[src/rtl/prog_loader.sv]
// Boot-time program loader: receives a framed, XOR-checksummed byte image, writes it word by
// word into instruction memory and keeps the core in reset until the image is verified.
module prog_loader #(
  parameter int          MAX_WORDS = 128,
  parameter logic [31:0] BASE_ADDR = 32'h0000_0000,
  parameter int          ADDR_W    = 32
) (
  input  logic              clk,
  input  logic              reset,
  input  logic              start,
  input  logic              in_valid,
  input  logic [7:0]        in_data,
  output logic              in_ready,
  output logic              imem_we,
  output logic [ADDR_W-1:0] imem_addr,
  output logic [31:0]       imem_wdata,
  output logic              core_reset,
  output logic              done,
  output logic              error
);

  typedef enum logic [2:0] {
    S_IDLE = 3'd0,
    S_LEN0 = 3'd1,
    S_LEN1 = 3'd2,
    S_DATA = 3'd3,
    S_CSUM = 3'd4,
    S_DONE = 3'd5,
    S_ERR  = 3'd6
  } state_t;

  localparam logic [15:0]       MAX_LEN    = 16'(MAX_WORDS);
  localparam logic [ADDR_W-1:0] BASE       = ADDR_W'(BASE_ADDR);
  localparam logic [ADDR_W-1:0] WORD_BYTES = ADDR_W'(32'd4);

  function automatic logic [7:0] csum_update(input logic [7:0] acc, input logic [7:0] b);
    return acc ^ b;
  endfunction

  state_t            state_r, state_s;
  logic [15:0]       len_r, len_s, len_full_s;
  logic [15:0]       word_cnt_r, word_cnt_s;
  logic [1:0]        byte_cnt_r, byte_cnt_s;
  logic [7:0]        acc_r, acc_s;
  logic [23:0]       word_r, word_s;
  logic              imem_we_s, in_ready_s, core_reset_s, done_s, error_s;
  logic [ADDR_W-1:0] imem_addr_s;
  logic [31:0]       imem_wdata_s;
  logic              accept_s;

  assign accept_s = in_valid && in_ready;

  // Next-state and next-output computation; outputs are derived from the next state so they register cleanly.
  always_comb begin
    state_s      = state_r;
    len_s        = len_r;
    len_full_s   = {in_data, len_r[7:0]};
    word_cnt_s   = word_cnt_r;
    byte_cnt_s   = byte_cnt_r;
    acc_s        = acc_r;
    word_s       = word_r;
    imem_we_s    = 1'b0;
    imem_wdata_s = imem_wdata;
    imem_addr_s  = imem_we ? (imem_addr + WORD_BYTES) : imem_addr;
    case (state_r)
      S_IDLE, S_DONE, S_ERR: begin
        if (start) begin
          state_s     = S_LEN0;
          acc_s       = 8'h00;
          word_cnt_s  = 16'h0000;
          byte_cnt_s  = 2'd0;
          imem_addr_s = BASE;
        end else begin
          state_s = state_r;
        end
      end
      S_LEN0: begin
        if (accept_s) begin
          len_s   = {8'h00, in_data};
          state_s = S_LEN1;
        end else begin
          state_s = S_LEN0;
        end
      end
      S_LEN1: begin
        if (accept_s) begin
          len_s = len_full_s;
          if (len_full_s > MAX_LEN) begin
            state_s = S_ERR;
          end else if (len_full_s == 16'h0000) begin
            state_s = S_CSUM;
          end else begin
            state_s = S_DATA;
          end
        end else begin
          state_s = S_LEN1;
        end
      end
      S_DATA: begin
        if (accept_s) begin
          acc_s      = csum_update(acc_r, in_data);
          byte_cnt_s = byte_cnt_r + 2'd1;
          case (byte_cnt_r)
            2'd0:    word_s[7:0]   = in_data;
            2'd1:    word_s[15:8]  = in_data;
            2'd2:    word_s[23:16] = in_data;
            default: begin
              // Fourth byte completes the word; the write strobe lands on the following cycle.
              imem_we_s    = 1'b1;
              imem_wdata_s = {in_data, word_r};
              word_cnt_s   = word_cnt_r + 16'd1;
              if ((word_cnt_r + 16'd1) == len_r) begin
                state_s = S_CSUM;
              end else begin
                state_s = S_DATA;
              end
            end
          endcase
        end else begin
          state_s = S_DATA;
        end
      end
      S_CSUM: begin
        if (accept_s) begin
          if (in_data == acc_r) begin
            state_s = S_DONE;
          end else begin
            state_s = S_ERR;
          end
        end else begin
          state_s = S_CSUM;
        end
      end
      default: state_s = S_IDLE;
    endcase
    in_ready_s   = state_s inside {S_LEN0, S_LEN1, S_DATA, S_CSUM};
    core_reset_s = (state_s != S_DONE);
    done_s       = (state_s == S_DONE);
    error_s      = (state_s == S_ERR);
  end

  // State register.
  always_ff @(posedge clk) begin
    if (!reset) begin
      state_r <= S_IDLE;
    end else begin
      state_r <= state_s;
    end
  end

  // Datapath and registered outputs.
  always_ff @(posedge clk) begin
    if (!reset) begin
      len_r      <= 16'h0000;
      word_cnt_r <= 16'h0000;
      byte_cnt_r <= 2'd0;
      acc_r      <= 8'h00;
      word_r     <= 24'h000000;
      in_ready   <= 1'b0;
      imem_we    <= 1'b0;
      imem_addr  <= BASE;
      imem_wdata <= 32'h0000_0000;
      core_reset <= 1'b1;
      done       <= 1'b0;
      error      <= 1'b0;
    end else begin
      len_r      <= len_s;
      word_cnt_r <= word_cnt_s;
      byte_cnt_r <= byte_cnt_s;
      acc_r      <= acc_s;
      word_r     <= word_s;
      in_ready   <= in_ready_s;
      imem_we    <= imem_we_s;
      imem_addr  <= imem_addr_s;
      imem_wdata <= imem_wdata_s;
      core_reset <= core_reset_s;
      done       <= done_s;
      error      <= error_s;
    end
  end

endmodule
[config.mk]
export PLATFORM = sky130hd
export DESIGN_NAME = prog_loader
export DESIGN_NICKNAME = d
export VERILOG_FILES = /design/src/rtl/prog_loader.sv
export SDC_FILE = /design/constraint.sdc
export NUM_CORES = 1
export LEC_CHECK = 0
export CAP_MARGIN = 20
export CORE_ASPECT_RATIO = 1.1
export CORE_MARGIN = 3
export CORE_UTILIZATION = 30
export DETAILED_ROUTE_END_ITERATION = 8
export PLACE_DENSITY = 0.52
export SYNTH_ARGS = -nofsm -noshare
export SYNTH_HDL_FRONTEND = slang
export SYNTH_SLANG_ARGS = --single-unit
[constraint.sdc]
create_clock -name clk -period 3.55 [get_ports clk]
set_input_delay 0.71 -clock clk [delete_from_list [all_inputs] [get_ports clk]]
set_output_delay 0.71 -clock clk [all_outputs]
set_load 0.02 [all_outputs]
# After elaboration in Yosys (flattened, before gate mapping)
# Cells that the tools add are included.
[totals]
ff_bits = 138
in_bits = 12
out_inout_bits = 69
word_cells = 91
[classes]
add_sub_neg = 3
magnitude_cmp = 1
eq_ne = 22
n_mux = 28
bitwise = 3
n_reduce_logical = 18
[ops]
columns = ["cell", "count"]
rows = [
  ["two-way mux 32 bit", 3],
  ["two-way mux 16 bit", 5],
  ["case mux 16 bit (2 select lines)", 2],
  ["adder 32 x 3 -> 32 bit, second input constant", 1],
  ["two-way mux 3 bit", 8],
  ["AND reduction 3 bit", 8],
  ["equality test 3 bit, second input constant", 6],
  ["adder 16 x 1 -> 16 bit, second input constant", 1],
  ["equality test 16 bit", 1],
  ["> comparator 16 x 8 -> 1 bit, second input constant", 1],
  ["logical NOT 16 bit", 1],
  ["two-way mux 8 bit", 2],
  ["case mux 8 bit (2 select lines)", 1],
  ["case mux 3 bit (5 select lines)", 1],
  ["equality test 3 x 2 -> 1 bit, second input constant", 4],
  ["inequality test 2 bit, second input constant", 5],
  ["equality test 8 bit", 1],
  ["two-way mux 2 bit", 4],
  ["XOR 8 bit", 1],
  ["equality test 3 x 1 -> 1 bit, second input constant", 2],
  ["OR reduction 3 bit", 2],
  ["case mux 2 bit (2 select lines)", 1],
  ["AND reduction 4 bit", 1],
  ["nonzero test 2 bit", 2],
  ["10 further kinds", 11],
]

# Logic depth before layout (Yosys ltp)
[logic_depth]
ltp_word = 8
mapped_depth = 9
depth_no_buf = 8

# Worst setup path before layout
# No wires, ideal clock.
[synth_timing]
path_kind = "register to register"
from = "reg word_cnt_r[0]"
to = "reg in_ready"
setup_ps = 121
arrival_time_ps = 2534
required_ps = 3429
path_slack_ps = 895
stages_incl_launch_ff = 9
path_buffers = 0
synth_period_minus_slack_ps = 2655
path_cell_list = "dfxtp_1 -> ha_1 -> nand3_2 -> nor4_2 -> xor2_1 -> a2111oi_2 -> nand4_2 -> a211oi_2 -> mux2_2"
[synth_via]
elab_chain_cells = 8
elab_cells_between_ends = 11
cone_classes = "add/sub: 1; eq/ne: 5; mux: 4; reduce/logical: 1"
[synth_lines]
columns = ["item", "line_no", "text"]
rows = [
  ["start, declared", "42", "logic [15:0] word_cnt_r, word_cnt_s;"],
  ["start signal, assigned", "168", "word_cnt_r <= word_cnt_s;"],
  ["adder 16 x 1 -> 16 bit (*)", "112", "if ((word_cnt_r + 16'd1) == len_r) begin"],
  ["equality test 16 bit (*)", "112", ""],
  ["two-way mux 3 bit (*)", "112", ""],
  ["two-way mux 3 bit (*)", "103", "case (byte_cnt_r)"],
  ["two-way mux 3 bit (*)", "100", "if (accept_s) begin"],
  ["case mux 3 bit (5 select lines) (*)", "65", "case (state_r)"],
  ["equality test 3 x 1 -> 1 bit (tied with other cells)", "136", "in_ready_s = state_s inside {S_LEN0, S_LEN1, S_DATA, S_CSUM};"],
  ["nonzero test 4 bit (*)", "136", ""],
  ["end signal, assigned", "172", "in_ready <= in_ready_s;"],
  ["end, declared", "13", "output logic in_ready,"],
]
# Mark *: on every way between the ends. The rest lies on a longest branch, timed or not.
# A chain may end at the register's enable or synchronous reset.

# Final worst setup path
# Same ends and word-level chain as after synthesis.

==> summary.md <==
| Metric | Value |
|---|---|
| Die Ht | `159 µm` |
| Peak supply drop | `~0.00033 V` |
| Worst hold path type | `reg -> reg` |
| Reg clk slew, reported paths | `60 ps` |
| Period utilization | `83.8%` |
| Min-Delay Path Depth | `2` |
| Power density cells | `about 430 nW/µm²` |
| Hold slack | `roughly 460 ps` |
| Antenna viol nets, final | `0` |
| First-pass GRT wire length | `between 20000 and 30000 µm` |
| Largest family of logic cells by synthesized area | `simple AND/OR/NAND/NOR gates` |
| Leading area contributor after synthesis | `dfxtp_1` |
| Vias in the first global route | `5211` |
| Crit Path Max Fanout | `8` |
| Final #Nets | `roughly 850` |
| CTS Buf Count | `17` |
| CTS tree | `built` |
| GRT overflow | `0` |
| Rel. slew slack | `slightly above 50%` |
| Initial antenna violation count | `0` |
| CP endpoint kind | `register` |
| Post-synthesis sequential area ratio | `about 43%` |
| Core ar. | `20700 µm²` |
| Required @ worst endpoint | `between 3000 and 4000 ps` |
| Async S/R FF share, synth | `0%` |
| Max Clock Freq | `336 MHz` |
| Detailed Route WL | `roughly 16000 µm` |
| Share of layout cells above drive strength 1 | `under 10%` |
| Setup TNS | `0 ps` |
| CTS root buffer | `clkbuf_16` |
| Cell Rows | `55` |
| CTS Sinks | `136` |
| RR Startpoint | `word_cnt_r[0]$_SDFFE_PN0P_` |
| Worst slew pin tran | `approximately 720 ps` |
| Syn Std Cell Area | `between 6000 and 7000 µm²` |
| DIE AREA | `between 20000 and 25000 µm²` |
| Final hold violations | `0` |
| WS Path Type | `reg -> reg` |
| # H-tree levels | `4` |
| FF-to-FF End | `in_ready$_SDFF_PN0_` |
| Final Max Tran Viols | `0` |
| Port Buffer Count | `78` |
| Leak Pwr | `~0.0026 µW` |
| # IOs | `slightly above 80` |
| RD Place Congestion | `0.796` |
| Pre-antenna DRT Iters | `4` |
| Worst Hold Path EP | `imem_wdata[3]$_SDFFE_PN0P_` |
| Yosys top cell area share | `a little over two fifths` |
| Worst Slack Setup Final | `~580 ps` |
| R2R Setup Slk | `around 580 ps` |
| Final Power | `roughly 3400 µW` |
| Status | `completed` |
| Post-synthesis adder-cell area fraction | `under 10%` |
| Simple-gate portion of the synthesized area | `between 20 and 30%` |
| Initial drt markers | `about 260` |
| Warnings, synthesis | `0` |
| Most common cell in the netlist | `dfxtp_1` |
| Post-CTS Resized | `0` |
| Area Growth Syn to Fin | `25.4%` |
| Syn Inst Count | `roughly 770` |
| Starting Density | `30.8%` |
| Mux contribution to synthesized area | `less than 1%` |
| Pre-CTS setup slack | `between 400 and 500 ps` |
| Tmin final | `roughly 3000 ps` |
| Final setup fails | `0` |
| Top FF cell, synth | `dfxtp_1` |
| Area contributors post-synth | `dfxtp_1 (43%), a21boi_0 (8.1%), nand2_1 (7.7%)` |
| DRC viols | `0` |
| DPL Wire Length | `11300 µm` |
| Unrepaired setup endpoints after global routing | `false` |
| CP Launch Type | `register` |
| Clock Latency Late Sink | `about 430 ps` |
| DR WL/cell | `between 10 and 15 µm` |
| Post-CTS Hold Buffers | `0` |
| Data arrival time of the worst path | `3280 ps` |
| Syn Area/Cell | `8.30 µm²` |
| Largest net degree at the start of global routing | `40` |
| Hold Crit Start | `imem_wdata[3]$_SDFFE_PN0P_` |
| DIE WIDTH | `between 100 and 150 µm` |
| Post CTS Setup Buffer Count | `0` |
| Number of flops mapped to enable cells by yosys | `0` |
| Bufs on Longest Clock Path | `2` |
| Max cap viols | `0` |
| Vias per std cell | `4.74` |
| Seq cells post-synth | `approximately 140` |
| Complex-gate fraction of the synthesized area | `between 10% and 20%` |
| Synth Area in XOR/XNOR | `about 8.2%` |
| Diodes inserted | `0` |
| Vias post-DR | `around 5300` |
| Register-to-Register Path Depth | `8` |
| All-Layer GR Usage | `approximately 14%` |
| Top cells by count, synth | `dfxtp_1 (136), nand2_1 (130), a21boi_0 (69)` |
| Setup Skew | `about 17 ps` |
| Distinct cells, synth | `60` |
==> per-layer routing <==
layer  share of wire, %  global-route usage (%)  vias to the layer above  routed length (µm)
met2                 43                    21.5                      126                7010
met3                4.7                    3.14                       13                 767
met5                  0                       0                        -                   0
li1                   -                       -                     2739                   -
met1                 51                    20.1                     2464                8350
met4                1.1                    5.10                        0                 178
==> worst max-delay path by stage <==
| stage | depth (start not counted) | to | slack [ps] | start |
|---|---|---|---|---|
| after CTS | 8 | in_ready$_SDFF_PN0_ | 560 | word_cnt_r[0]$_SDFFE_PN0P_ |
| after global placement | 8 | in_ready$_SDFF_PN0_ | 540 | in_data[7] |
| final | 8 | in_ready$_SDFF_PN0_ | 580 | word_cnt_r[0]$_SDFFE_PN0P_ |
| after global routing | 8 | in_ready$_SDFF_PN0_ | 260 | word_cnt_r[0]$_SDFFE_PN0P_ |
| after detailed placement | 8 | in_ready$_SDFF_PN0_ | 490 | in_data[7] |
| after floorplan | 8 | in_ready$_SDFF_PN0_ | 900 | word_cnt_r[0]$_SDFFE_PN0P_ |
==> kinds of logic after synthesis <==
logic type,count (synthesis)
multiplexers,2
XOR/XNOR,60
adder cells (fa/ha/maj),6
flip-flops,136
buffers and inverters,63
AND/OR/NAND/NOR,349
other,1
AO/OA/AOI/OAI,151
==> area by class of cell <==
cell class                 count  area (µm²)
fill                        2142       12700
sequential                   136        2720
clock inverter                15         155
timing repair buffer          97         918
tap                          285         357
clock buffer                  17         425
inverter                       8        30.0
multi-input combinational    570        3390
==> power breakdown <==
part / total [µW] / switching, µW / internal (µW)
logic: 152 / 92.5 / 59.8
registers: 1540 / 9.15 / 1530
clock network: 1750 / 762 / 991
total: 3450 / 863 / 2580
==> flip-flops by register name, indices dropped and copies added (netlist names) <==
signal      flops
word_cnt_r     16
state_r         3
core_reset      1
done            1
imem_addr      30
acc_r           8
imem_we         1
len_r          16
imem_wdata     32
in_ready        1
error           1
word_r         24
byte_cnt_r      2
==> metrics by stage <==
step | utilization [%] | instance area (µm²) | cells
floorplan | - | 6380 | 769
global placement | 35.8 | 7410 | 1096
detailed placement | 35.8 | 7410 | 1096
CTS | 38.6 | 8000 | 1128
global route | 38.6 | 8000 | 1128
finish | 38.6 | 8000 | 1128
==> layout by cell type, fill, tap and decap left out, types with 5 or more instances in the layout <==
cell and n:
dfxtp_1 136, nand2_1 130, clkdlybuf4s50_1 77, a21boi_0 69, nor2_1 66, nand3_1 57
xnor2_1 36, o21ai_0 33, xor2_1 24, buf_4 19, a21oi_1 17, clkbuf_16 17
nor2b_1 16, and2_1 16, nand4_1 11, a22oi_1 9, nor3_1 8, inv_1 8
nor4_1 7, ha_1 6, and3_1 5
==> critical path: stages (launching register included) <==
cell       delay (ps)
dfxtp_1           450
ha_1              300
nand3_2           200
nor4_2            470
xor2_1            140
a2111oi_2         470
nand4_2           200
a211oi_2          280
mux2_2            360
(Power assumes the default switching activity.)
